`src/rtl/fft_frame_feeder.sv`:
```
// Frame builder in front of the FFT: buffers a valid/ready complex sample
// stream and emits fixed-length frames of 32*2^mode samples, each followed by an idle gap.
module fft_frame_feeder #(
  parameter int WIDTH      = 16,
  parameter int FIFO_DEPTH = 8,
  parameter int GAP_CYCLES = 4
) (
  input  logic             clock,
  input  logic             reset,
  input  logic [2:0]       cfg_mode_sel,
  input  logic             s_valid,
  output logic             s_ready,
  input  logic [WIDTH-1:0] s_re,
  input  logic [WIDTH-1:0] s_im,
  input  logic             s_last,
  output logic             data_do_en,
  output logic [WIDTH-1:0] data_do_re,
  output logic [WIDTH-1:0] data_do_im,
  output logic [2:0]       mode_do_sel,
  output logic             frame_do_start,
  output logic             frame_do_done,
  output logic             err_do_len,
  output logic             busy_do
);

  localparam int AW = (FIFO_DEPTH > 1) ? $clog2(FIFO_DEPTH) : 1;
  localparam int CW = $clog2(FIFO_DEPTH + 1);
  localparam int GW = $clog2(GAP_CYCLES + 1);
  localparam int EW = 2 * WIDTH + 1;

  localparam logic [1:0] ST_IDLE = 2'd0;
  localparam logic [1:0] ST_RUN  = 2'd1;
  localparam logic [1:0] ST_GAP  = 2'd2;

  logic [EW-1:0] mem [FIFO_DEPTH];
  logic [AW-1:0] wr_ptr;
  logic [AW-1:0] rd_ptr;
  logic [CW-1:0] count;

  logic [1:0]    state;
  logic [9:0]    sample_cnt;
  logic [9:0]    cnt_max;
  logic [GW-1:0] gap_cnt;

  logic          push;
  logic          pop;
  logic [EW-1:0] head;
  logic [2:0]    mode_eff;
  logic [9:0]    cur_idx;
  logic [9:0]    cur_max;
  logic          at_end;

  assign s_ready = (count < CW'(FIFO_DEPTH));

  // In IDLE the popped sample is index 0 of a frame whose length comes from the
  // live mode request; in RUN it is the next index of the latched frame.
  always_comb begin
    push     = s_valid && s_ready;
    pop      = ((state == ST_IDLE) || (state == ST_RUN)) && (count != '0);
    head     = mem[rd_ptr];
    mode_eff = (cfg_mode_sel > 3'd5) ? 3'd5 : cfg_mode_sel;
    if (state == ST_IDLE) begin
      cur_idx = '0;
      cur_max = 10'((32 << mode_eff) - 1);
    end else begin
      cur_idx = sample_cnt + 10'd1;
      cur_max = cnt_max;
    end
    at_end = (cur_idx == cur_max);
  end

  always_ff @(posedge clock) begin
    if (reset) begin
      wr_ptr <= '0;
      rd_ptr <= '0;
      count  <= '0;
    end else begin
      if (push) wr_ptr <= wr_ptr + 1'b1;
      if (pop)  rd_ptr <= rd_ptr + 1'b1;
      case ({push, pop})
        2'b10:   count <= count + 1'b1;
        2'b01:   count <= count - 1'b1;
        default: count <= count;
      endcase
    end
  end

  // Storage needs no reset: the pointers define which entries are live.
  always_ff @(posedge clock) begin
    if (push) mem[wr_ptr] <= {s_last, s_im, s_re};
  end

  always_ff @(posedge clock) begin
    if (reset) begin
      state          <= ST_IDLE;
      sample_cnt     <= '0;
      cnt_max        <= 10'd1023;
      gap_cnt        <= '0;
      mode_do_sel    <= 3'd5;
      busy_do        <= 1'b0;
      data_do_en     <= 1'b0;
      data_do_re     <= '0;
      data_do_im     <= '0;
      frame_do_start <= 1'b0;
      frame_do_done  <= 1'b0;
      err_do_len     <= 1'b0;
    end else begin
      data_do_en     <= pop;
      data_do_re     <= pop ? head[WIDTH-1:0] : '0;
      data_do_im     <= pop ? head[2*WIDTH-1:WIDTH] : '0;
      frame_do_start <= pop && (state == ST_IDLE);
      frame_do_done  <= pop && at_end;
      // The counter owns the frame length; a disagreeing s_last is only flagged.
      err_do_len     <= pop && (head[EW-1] != at_end);

      case (state)
        ST_IDLE: begin
          if (pop) begin
            state       <= ST_RUN;
            mode_do_sel <= mode_eff;
            cnt_max     <= cur_max;
            sample_cnt  <= '0;
            busy_do     <= 1'b1;
          end
        end
        ST_RUN: begin
          if (pop) begin
            sample_cnt <= cur_idx;
            if (at_end) begin
              state   <= ST_GAP;
              gap_cnt <= '0;
            end
          end
        end
        ST_GAP: begin
          if (gap_cnt == GW'(GAP_CYCLES - 1)) begin
            state   <= ST_IDLE;
            busy_do <= 1'b0;
          end else begin
            gap_cnt <= gap_cnt + 1'b1;
          end
        end
        default: begin
          state   <= ST_IDLE;
          busy_do <= 1'b0;
        end
      endcase
    end
  end

endmodule

```
`config.mk`:
```
export PLATFORM = sky130hd
export DESIGN_NAME = fft_frame_feeder
export DESIGN_NICKNAME = d
export VERILOG_FILES = /design/src/rtl/fft_frame_feeder.sv
export SDC_FILE = /design/constraint.sdc
export NUM_CORES = 1
export LEC_CHECK = 0
export ABC_CLOCK_PERIOD_IN_PS = 5300
export CAP_MARGIN = 10
export CORE_UTILIZATION = 59
export DETAILED_ROUTE_END_ITERATION = 16
export GPL_TIMING_DRIVEN = 0
export MAX_ROUTING_LAYER = met4
export PLACE_DENSITY = 0.87
export SYNTH_ARGS = -nofsm -noshare
export SYNTH_HDL_FRONTEND = slang
export SYNTH_SLANG_ARGS = --single-unit
```
`constraint.sdc`:
```
create_clock -name clock -period 5.3 [get_ports clock]
set_input_delay 0.53 -clock clock [delete_from_list [all_inputs] [get_ports clock]]
set_output_delay 0.53 -clock clock [all_outputs]
set_load 0.1 [all_outputs]
```
==> qor.yml <==
status:
  run_status: "finished clean"
cts:
  clkSinkCount: 342
  cts.clk_slew.worst_paths_ns: 0.06
  post_cts.repair.setup_buffers: 0
  cts.path.max_buffers: 3
  cts_tree: "built"
  clock_latency_ns: 0.51
  cts_buffers: 34
  ctsResizeCount: 0
  root_buffer: "clkbuf_16"
  cts_max_level: 2
  holdBufCountCts: 0
critical_path:
  cpMaxStageDelayCell: "or4_1"
  crit_buf_inv: 2
  arrival_ns: 3.57
  cp_max_fo: 10
  cp-end-kind: "flop"
  critPathMaxStageDelay_ns: 0.61
  startpoint_type: "flop"
  path_class: "reg2reg"
  crit_chain: "or4_1 > nand2b_1 > inv_1 > buf_2 > ha_1 > ha_1 > a21o_1 > a21oi_1 > xnor2_1 > or3_1 > a21oi_1"
  crit_family: "simple AND/OR/NAND/NOR gates"
  reg2regPathDepth: 11
  reg2reg_from: "count[3]"
  worst_ep_required_time_ns: 5.73
  r2r-end: "count[3]"
  r2r_slack_ns: 2.16
flow_run:
  drv_cap: 0
hold_path:
  min_to: "mode_do_sel[2]"
  hp-class: "reg2reg"
  min_from: "mode_do_sel[2]"
  whs_path_depth: 2
power:
  p_per_area_nw_per_um2: 543
  leakage_nw: 5.09
  peakVddDrop_v: 0.000493
  power_mw: 8.42
floorplan:
  die_height_um: 150
  num_rows: 53
  die_x_um: 150
  top_level_ports: 80
  core_um2: 21200
  initial_core_util_pct: 60.6
  die-area_um2: 22400
sta:
  skew_ns: 0.0116
  setup_viol_count_final: 0
  final-hold-violation-count: 0
  grt_setup_unrepaired: "no"
  slew_headroom_pct: 32.2
  hold_ws_ns: 0.457
  period_minus_slack_ns: 3.14
  clock.fmax_mhz: 319
  worstMarginPinSlew_ns: 1.01
  period_share_pct: 59.2
  slew_viol_final: 0
synthesis:
  syn_area_um2: 12900
  synth_most_common_cell: "edfxtp_1"
  yosysSeqAreaShare_pct: 73.8
  synth_common_cells: "edfxtp_1, dfxtp_1, mux4_2"
  ys.warnings.count: 0
  syn_inst: 726
  synth.avg_cell_area_um2: 17.7
  yosys.area.top_type_share_pct: 61.7
  syn_nets: 775
  yosys.area.top_type: "edfxtp_1"
  ys.flop_type: "edfxtp_1"
  synth_edf_count: 264
  synth_seq_cells: 342
  synth.area.top_cells: "edfxtp_1, dfxtp_1, mux4_2"
  ys_types: 45
  async_flop_share_pct: 0
placement:
  gp_congestion: 0.831
  hpwl_um: 16400
  placedCellCount: 1103
  numPortBuffers: 79
cells_and_area:
  final_nets: 913
  antenna_cells: 0
  area_delta_synth_final_pct: 20.5
  drive_gt1_share_pct: 18.7
  finalNonFillerCells: 1164
global_route:
  antenna_found_initial: 0
  grt_start_max_net_pins: 27
  grt_use_total_pct: 26.5
  grt_pass1_vias: 7165
  grt_overflow: 0
  grt_pass1_wl_um: 41800
detailed_routing:
  drt-wirelength-per-cell_um: 23.4
  antenna_left: 0
  drc: 0
  drt_first_iter_violations: 664
  dr.pass1.iters: 5
  totalWireLength_um: 27200
  vias: 7032
  drt-vias-per-instance: 6.04
## placed cells by master (no fill, tap or decap), drive strengths merged, types with 3 or more instances in the layout
| cell | synthesis | routed |
|---|---|---|
| edfxtp | 264 | 264 |
| clkdlybuf4s50 | 0 | 79 |
| dfxtp | 78 | 78 |
| mux4 | 66 | 66 |
| nor2 | 63 | 63 |
| clkbuf | 14 | 62 |
| nand2 | 42 | 42 |
| buf | 19 | 42 |
| mux2i | 37 | 37 |
| a21oi | 22 | 22 |
| nor3 | 13 | 13 |
| xnor2 | 12 | 12 |
| inv | 11 | 12 |
| or3 | 11 | 11 |
| nand3 | 10 | 10 |
| ha | 9 | 9 |
| o21ai | 7 | 7 |
| nand2b | 6 | 6 |
| xor2 | 6 | 6 |
| bufinv | 0 | 6 |
| o211ai | 4 | 4 |
| clkinv | 0 | 4 |
| nor3b | 3 | 3 |
| or2 | 3 | 3 |
## where the power goes
group / internal [mW] / switching [mW] / total [mW] / leakage, nW
sequential: 3.15 / 0.110 / 3.26 / 3.03
combinational: 0.858 / 1.76 / 2.62 / 1.49
clock: 1.55 / 0.988 / 2.54 / 0.565
## state kept, by name (all words and copies together) (netlist names), named ones only
register and count:
mem 264, data_do_im 16, data_do_re 16, cnt_max 10, sample_cnt 10, count 4
gap_cnt 3, mode_do_sel 3, rd_ptr 3, wr_ptr 3, state 2, busy_do 1
data_do_en 1, err_do_len 1, frame_do_done 1, frame_do_start 1
## how the worst max path moves through the flow
stage | cells past startpoint | slack (ns) | to | startpoint
finish | 11 | 2.16 | count[3] | count[3]
global route | 11 | 1.95 | count[3] | count[3]
CTS | 11 | 2.17 | count[3] | count[3]
detailed placement | 7 | 2.01 | mem[4][20] | s_valid
global placement | 4 | -1.66 | mem[2][23] | s_valid
floorplan | 3 | 1.37 | mem[2][0] | s_valid
## per-stage QoR
step                area (um2)  worst slack [ns]  utilization, %  TNS [ns]
floorplan                12900              1.37               -         0
global placement         14000             -1.66            65.9   -244.18
detailed placement       14300              2.01            67.5         0
CTS                      15500              2.17            73.0         0
global route             15500              1.95            73.0         0
finish                   15500              2.16            73.0         0
## worst min-delay path: cells and delay by family, from the launching register on
| family | cells | cell delay (ns) |
|---|---|---|
| flip-flops | 1 | 0.31 |
| AND/OR/NAND/NOR | 2 | 0.10 |
## cells by family (layout without fill, tap and decap cells)
logic type	after synthesis	after routing	share of synthesized area, %
flops	342	342	73.8
mux	103	103	14.4
xor+xnor	18	18	1.23
simple gates	165	165	5.93
fa+ha+maj	10	10	1.03
compound gates	44	44	2.09
buf+inv	44	207	1.49
## final cells by class
type / count / area, um2
repair buffers: 102 / 1070
clock inverters: 13 / 225
flip-flops and latches: 342 / 9490
clock buffers: 48 / 955
inverters: 11 / 41.3
plain buffers: 33 / 150
fillers: 1209 / 5720
multi-input cells: 340 / 3220
well taps: 275 / 344
## layer usage
| layer | part of all wire (%) | track usage, % |
|---|---|---|
| met5 | 0 | - |
| met3 | 7.4 | 3.93 |
| met4 | 2.8 | 9.44 |
| met1 | 38 | 34.4 |
| met2 | 52 | 42.9 |
No activity file was read; power rests on OpenSTA's default activity.
